==> src/rtl/cache_writeback_ctrl.sv <==
// Miss/eviction controller for the direct-mapped cache.
// Writes back dirty victims, fetches the new line and maintains the dirty store.
module cache_writeback_ctrl #(
    parameter int NUM_SETS = 8,
    parameter int INDEX_W  = 3,
    parameter int TAG_W    = 24,
    parameter int LINE_W   = 256
) (
    input  logic               clk,
    input  logic               rst_n,
    input  logic               miss_req,
    input  logic [INDEX_W-1:0] miss_index,
    input  logic [TAG_W-1:0]   miss_tag,
    input  logic [TAG_W-1:0]   victim_tag,
    input  logic               victim_dirty,
    input  logic [LINE_W-1:0]  victim_data,
    input  logic               wr_hit,
    input  logic [INDEX_W-1:0] wr_index,
    output logic               busy,
    output logic               miss_done,
    output logic [INDEX_W-1:0] dirty_index,
    output logic               dirty_in,
    output logic               dirty_load,
    output logic               fill_load,
    output logic [LINE_W-1:0]  fill_data,
    output logic [TAG_W-1:0]   fill_tag,
    output logic               pmem_read,
    output logic               pmem_write,
    output logic [31:0]        pmem_address,
    output logic [LINE_W-1:0]  pmem_wdata,
    input  logic               pmem_resp,
    input  logic [LINE_W-1:0]  pmem_rdata
);

    typedef enum logic [1:0] {
        S_IDLE,
        S_WRITEBACK,
        S_FILL,
        S_DONE
    } state_t;

    localparam logic [INDEX_W:0] SETS = NUM_SETS[INDEX_W:0];

    state_t state;
    state_t state_nx;

    logic [INDEX_W-1:0] index_l;
    logic [TAG_W-1:0]   miss_tag_l;
    logic [TAG_W-1:0]   victim_tag_l;
    logic [LINE_W-1:0]  victim_data_l;
    logic               dirty_l;

    logic               wr_ok;
    logic               accept;
    logic [31:0]        wb_addr;
    logic [31:0]        rd_addr;

    // A write hit to a set that does not exist is dropped.
    assign wr_ok   = wr_hit && ({1'b0, wr_index} < SETS);
    assign accept  = (state == S_IDLE) && miss_req;
    assign wb_addr = {victim_tag_l, index_l, 5'b0};
    assign rd_addr = {miss_tag_l, index_l, 5'b0};

    always_ff @(posedge clk) begin
        if (!rst_n) begin
            state <= S_IDLE;
        end else begin
            state <= state_nx;
        end
    end

    always_ff @(posedge clk) begin
        if (!rst_n) begin
            index_l       <= '0;
            miss_tag_l    <= '0;
            victim_tag_l  <= '0;
            victim_data_l <= '0;
            dirty_l       <= 1'b0;
        end else if (accept) begin
            index_l       <= miss_index;
            miss_tag_l    <= miss_tag;
            victim_tag_l  <= victim_tag;
            victim_data_l <= victim_data;
            dirty_l       <= victim_dirty;
        end
    end

    always_comb begin
        state_nx = state;
        unique case (state)
            S_IDLE: begin
                if (miss_req) begin
                    state_nx = victim_dirty ? S_WRITEBACK : S_FILL;
                end
            end
            S_WRITEBACK: begin
                if (pmem_resp) begin
                    state_nx = S_FILL;
                end
            end
            S_FILL: begin
                if (pmem_resp) begin
                    state_nx = S_DONE;
                end
            end
            S_DONE: begin
                state_nx = S_IDLE;
            end
            default: begin
                state_nx = S_IDLE;
            end
        endcase
    end

    always_comb begin
        busy         = 1'b0;
        miss_done    = 1'b0;
        dirty_index  = '0;
        dirty_in     = 1'b0;
        dirty_load   = 1'b0;
        fill_load    = 1'b0;
        fill_data    = '0;
        fill_tag     = '0;
        pmem_read    = 1'b0;
        pmem_write   = 1'b0;
        pmem_address = '0;
        pmem_wdata   = '0;
        unique case (state)
            S_IDLE: begin
                if (wr_ok) begin
                    dirty_load  = 1'b1;
                    dirty_in    = 1'b1;
                    dirty_index = wr_index;
                end else begin
                    dirty_index = miss_index;
                end
            end
            S_WRITEBACK: begin
                busy         = 1'b1;
                pmem_write   = dirty_l;
                pmem_address = wb_addr;
                pmem_wdata   = victim_data_l;
            end
            S_FILL: begin
                busy         = 1'b1;
                pmem_read    = 1'b1;
                pmem_address = rd_addr;
                dirty_index  = index_l;
                // Fill and dirty clear happen only in the response cycle.
                if (pmem_resp) begin
                    fill_load  = 1'b1;
                    fill_data  = pmem_rdata;
                    fill_tag   = miss_tag_l;
                    dirty_load = 1'b1;
                    dirty_in   = 1'b0;
                end
            end
            S_DONE: begin
                busy      = 1'b1;
                miss_done = 1'b1;
            end
            default: begin
                busy = 1'b0;
            end
        endcase
    end

endmodule
==> config.mk <==
export PLATFORM = sky130hd
export DESIGN_NAME = cache_writeback_ctrl
export DESIGN_NICKNAME = d
export VERILOG_FILES = /design/src/rtl/cache_writeback_ctrl.sv
export SDC_FILE = /design/constraint.sdc
export NUM_CORES = 1
export LEC_CHECK = 0
export CELL_PAD_IN_SITES_DETAIL_PLACEMENT = 0
export CELL_PAD_IN_SITES_GLOBAL_PLACEMENT = 2
export CORE_AREA = 2 2 450 452
export CTS_BUF_LIST = sky130_fd_sc_hd__clkbuf_4
export DETAILED_ROUTE_END_ITERATION = 7
export DIE_AREA = 0 0 452 454
export PLACE_DENSITY = 0.48
export SETUP_SLACK_MARGIN = 0.5
export SLEW_MARGIN = 40
export SYNTH_ARGS = -nofsm -noshare
export SYNTH_HDL_FRONTEND = slang
export SYNTH_SLANG_ARGS = --single-unit
==> constraint.sdc <==
create_clock -name clk -period 1.65 [get_ports clk]
set_input_delay 0.4125 -clock clk [delete_from_list [all_inputs] [get_ports clk]]
set_output_delay 0.4125 -clock clk [all_outputs]
set_load 0.01 [all_outputs]
==> metrics.cfg <==
[run_status]
outcome=finished with violations
violations=negative setup slack

[finish]
final_cell_count_no_fill=6439
multi_input_comb_area_mm2=0.00975
drive_above_1_share_pct=25.8
syn2layout_area_growth_pct=131
nNetsFinal=4238
fillCellCount=22600
layout_common_cells=clkdlybuf4s50_1 (816), nand2_1 (622), dlygate4sd3_1 (309)
layout_commonest_cell=clkdlybuf4s50_1
ff_latch_area_mm2=0.00621

[yosys]
synthDistinctLibCells=25
syn_avg_cell_area_um2=8.06
synthTopCellsByArea=dfxtp_1 (37%), nand2_1 (14%), a21boi_2 (13%), and3_1 (10%), and2_1 (9.7%)
ys_warn_count=0
synth_area_leader_cell=dfxtp_1
ys_ff_latch=310
yosysSeqAreaShare_pct=37.2
netlist.area_leader.share_pct=37.2
synth_cells=2069
synth_area_mm2=0.0167

[routing]
drc=0
ant_nets=0
wirelength_mm=161
drt_first_pass_iters=4
vias=21000
wire_per_inst_um=25.0
via_per_inst=3.27
drtIter0Drc=829

[setup_path]
reg2reg_to=victim_data_l[25]$_SDFFE_PN0P_
startpoint_type=register
cp-startpoint=state[1]$_SDFFE_PN0P_
ff2ff_path_depth=8
max_stage_delay_ns=0.60
cp_max_fo=25
arrival_ns=2.83
path_buf_inv=4
cp_cell_sequence=inv_4 > ha_4 > buf_12 > buf_12 > and2_1 > clkdlybuf4s50_1
slowest_stage=clkdlybuf4s50_1
critPathTopFamily=buffers and inverters
crit_type=register to output port
worstSetupEndpoint=pmem_wdata[61]
crit_cells=6
crit_top_cell=buf_12
cp-end-kind=output port
timing.rr.start=state[0]$_SDFFE_PN0P_
r2r_setup_slack_ns=-0.15
crit_required_ns=1.24

[placed_design]
io_buffer_count=1144
place_congestion=0.925
dpl.cell_count=5876
dp_hpwl_mm=134

[timing]
hold_violations=0
setup_ws_ns=-1.60
min_period_ns=3.25
fin_crit_sh_pct=197
max_freq_mhz=308
finalMaxSlewViolations=0
holdWs_ns=0.353
setup_violations=830
skew_ns=0.0638
rsz0062_at_grt=yes

[clock_tree]
cts_tree=done
clock_path_buffers=3
cts-root-buf=clkbuf_4
cts_made_buffers=109
clock_latency_ns=1.08
numClockSinks=310
h-tree-depth=3
clk_pin_slew_ns=0.06

[global_route]
grt_pass1_wl_mm=207
antenna_found_initial=113
grt_pass1_vias=21400
grt_overflow=0
track_usage_pct=15.0
grt_max_degree=57

[floorplanning]
io_pins=1150
coreArea_mm2=0.201
die_x_um=452
die_area_mm2=0.205
die_h_um=454
row_count=165
start_util_pct=8.31

[power_and_ir_drop]
irDropWorstVdd_uv=381
powerDensity_mw_per_mm2=914
total_power_w=0.0352
p_leak_nw=16.2

[min_path]
hold_class=primary input to register

[run]
cap_viol_max_count=0

[how the worst min path moves through the flow]
stage | from | to | slack, ns | cells past startpoint
after floorplan | victim_data_l[51]$_SDFFE_PN0P_ | victim_data_l[51]$_SDFFE_PN0P_ | 0.44 | 2
after global placement | victim_data_l[30]$_SDFFE_PN0P_ | victim_data_l[30]$_SDFFE_PN0P_ | 0.45 | 2
after detailed placement | victim_data_l[29]$_SDFFE_PN0P_ | victim_data_l[29]$_SDFFE_PN0P_ | 0.45 | 2
after CTS | rst_n | victim_data_l[123]$_SDFFE_PN0P_ | 0.11 | 3
after global routing | rst_n | victim_data_l[119]$_SDFFE_PN0P_ | 0.15 | 3
final | rst_n | victim_data_l[123]$_SDFFE_PN0P_ | 0.35 | 3
[state kept, by name, summed over array words and instances, names as in the netlist]
register / cells
dirty_l: 1
index_l: 3
miss_tag_l: 24
state: 2
victim_data_l: 256
victim_tag_l: 24
[power by group]
group,switching (W),leakage [nW],total [W],internal (W)
sequential,0.000675,2.55,0.00931,0.00863
combinational,0.00853,12.8,0.0170,0.00844
clock,0.00422,0.826,0.00889,0.00467
total,0.0134,16.2,0.0352,0.0217
[layer usage]
layer | up-vias | wire (um) | track usage (%)
li1 | 10000 | - | -
met3 | 240 | 8850 | 3.60
met4 | 26 | 3120 | 2.68
met2 | 720 | 79300 | 26.2
met1 | 10000 | 69400 | 18.7
met5 | - | 175 | 0
[metrics by stage]
step / worst slack, ns / TNS (ns) / util (%) / cell area (um^2)
2_1_floorplan: 0.116 / 0 / - / 17100
3_3_place_gp: -0.897 / -388.35 / 16.6 / 33400
3_5_place_dp: -0.874 / -387.14 / 16.6 / 33400
4_1_cts: -1.89 / -1024.45 / 19.1 / 38300
5_1_grt: -1.87 / -993.13 / 19.1 / 38500
6_report: -1.60 / -780.86 / 19.2 / 38500
[tightest hold or removal path, stage by stage]
cell	delay [ns]
dlygate4sd3_1	0.56
buf_8	0.17
a21boi_2	0.16
[repair_timing]
item                       in CTS  in global routing
gates cloned                    6                  4
setup endpoints to repair     883                883
hold endpoints to repair      310                  0
hold buffers                  309                  0
resized for setup             354                372
pin swaps                       7                  0
setup buffers                  13                 13
[cell usage after synthesis (all sizes together)]
| cell | n |
|---|---|
| a21boi | 308 |
| a22oi | 25 |
| and2 | 260 |
| and3 | 280 |
| buf | 73 |
| clkbuf | 133 |
| conb | 1 |
| dfxtp | 310 |
| ha | 6 |
| inv | 5 |
| mux2 | 2 |
| mux2i | 4 |
| nand2 | 623 |
| nor2 | 6 |
| nor2b | 26 |
| o21ai | 5 |
| o22a | 1 |
| o22ai | 1 |
[logic make-up (layout without fill, tap and decap cells)]
family / count (synthesis) / after routing / share of synthesized area, %
buffers and inverters: 211 / 1878 / 6.85
AND/OR/NAND/NOR: 1195 / 1195 / 35.4
flip-flops: 310 / 310 / 37.2
adder cells (fa/ha/maj): 6 / 6 / 0.450
multiplexers: 6 / 6 / 0.375
AO/OA/AOI/OAI: 340 / 340 / 19.7
other: 1 / 32 / 0.0225
[cell type report]
cell class / instances / share of cell area, %
tap: 2672 / 8.68
multi-input combinational: 1552 / 25.3
timing repair buffer: 1682 / 46.0
inverter: 5 / 0.0618
antenna: 27 / 0.176
clock inverter: 18 / 0.218
sequential: 310 / 16.1
clock buffer: 173 / 3.37
No activity file was read; power rests on OpenSTA's default activity.
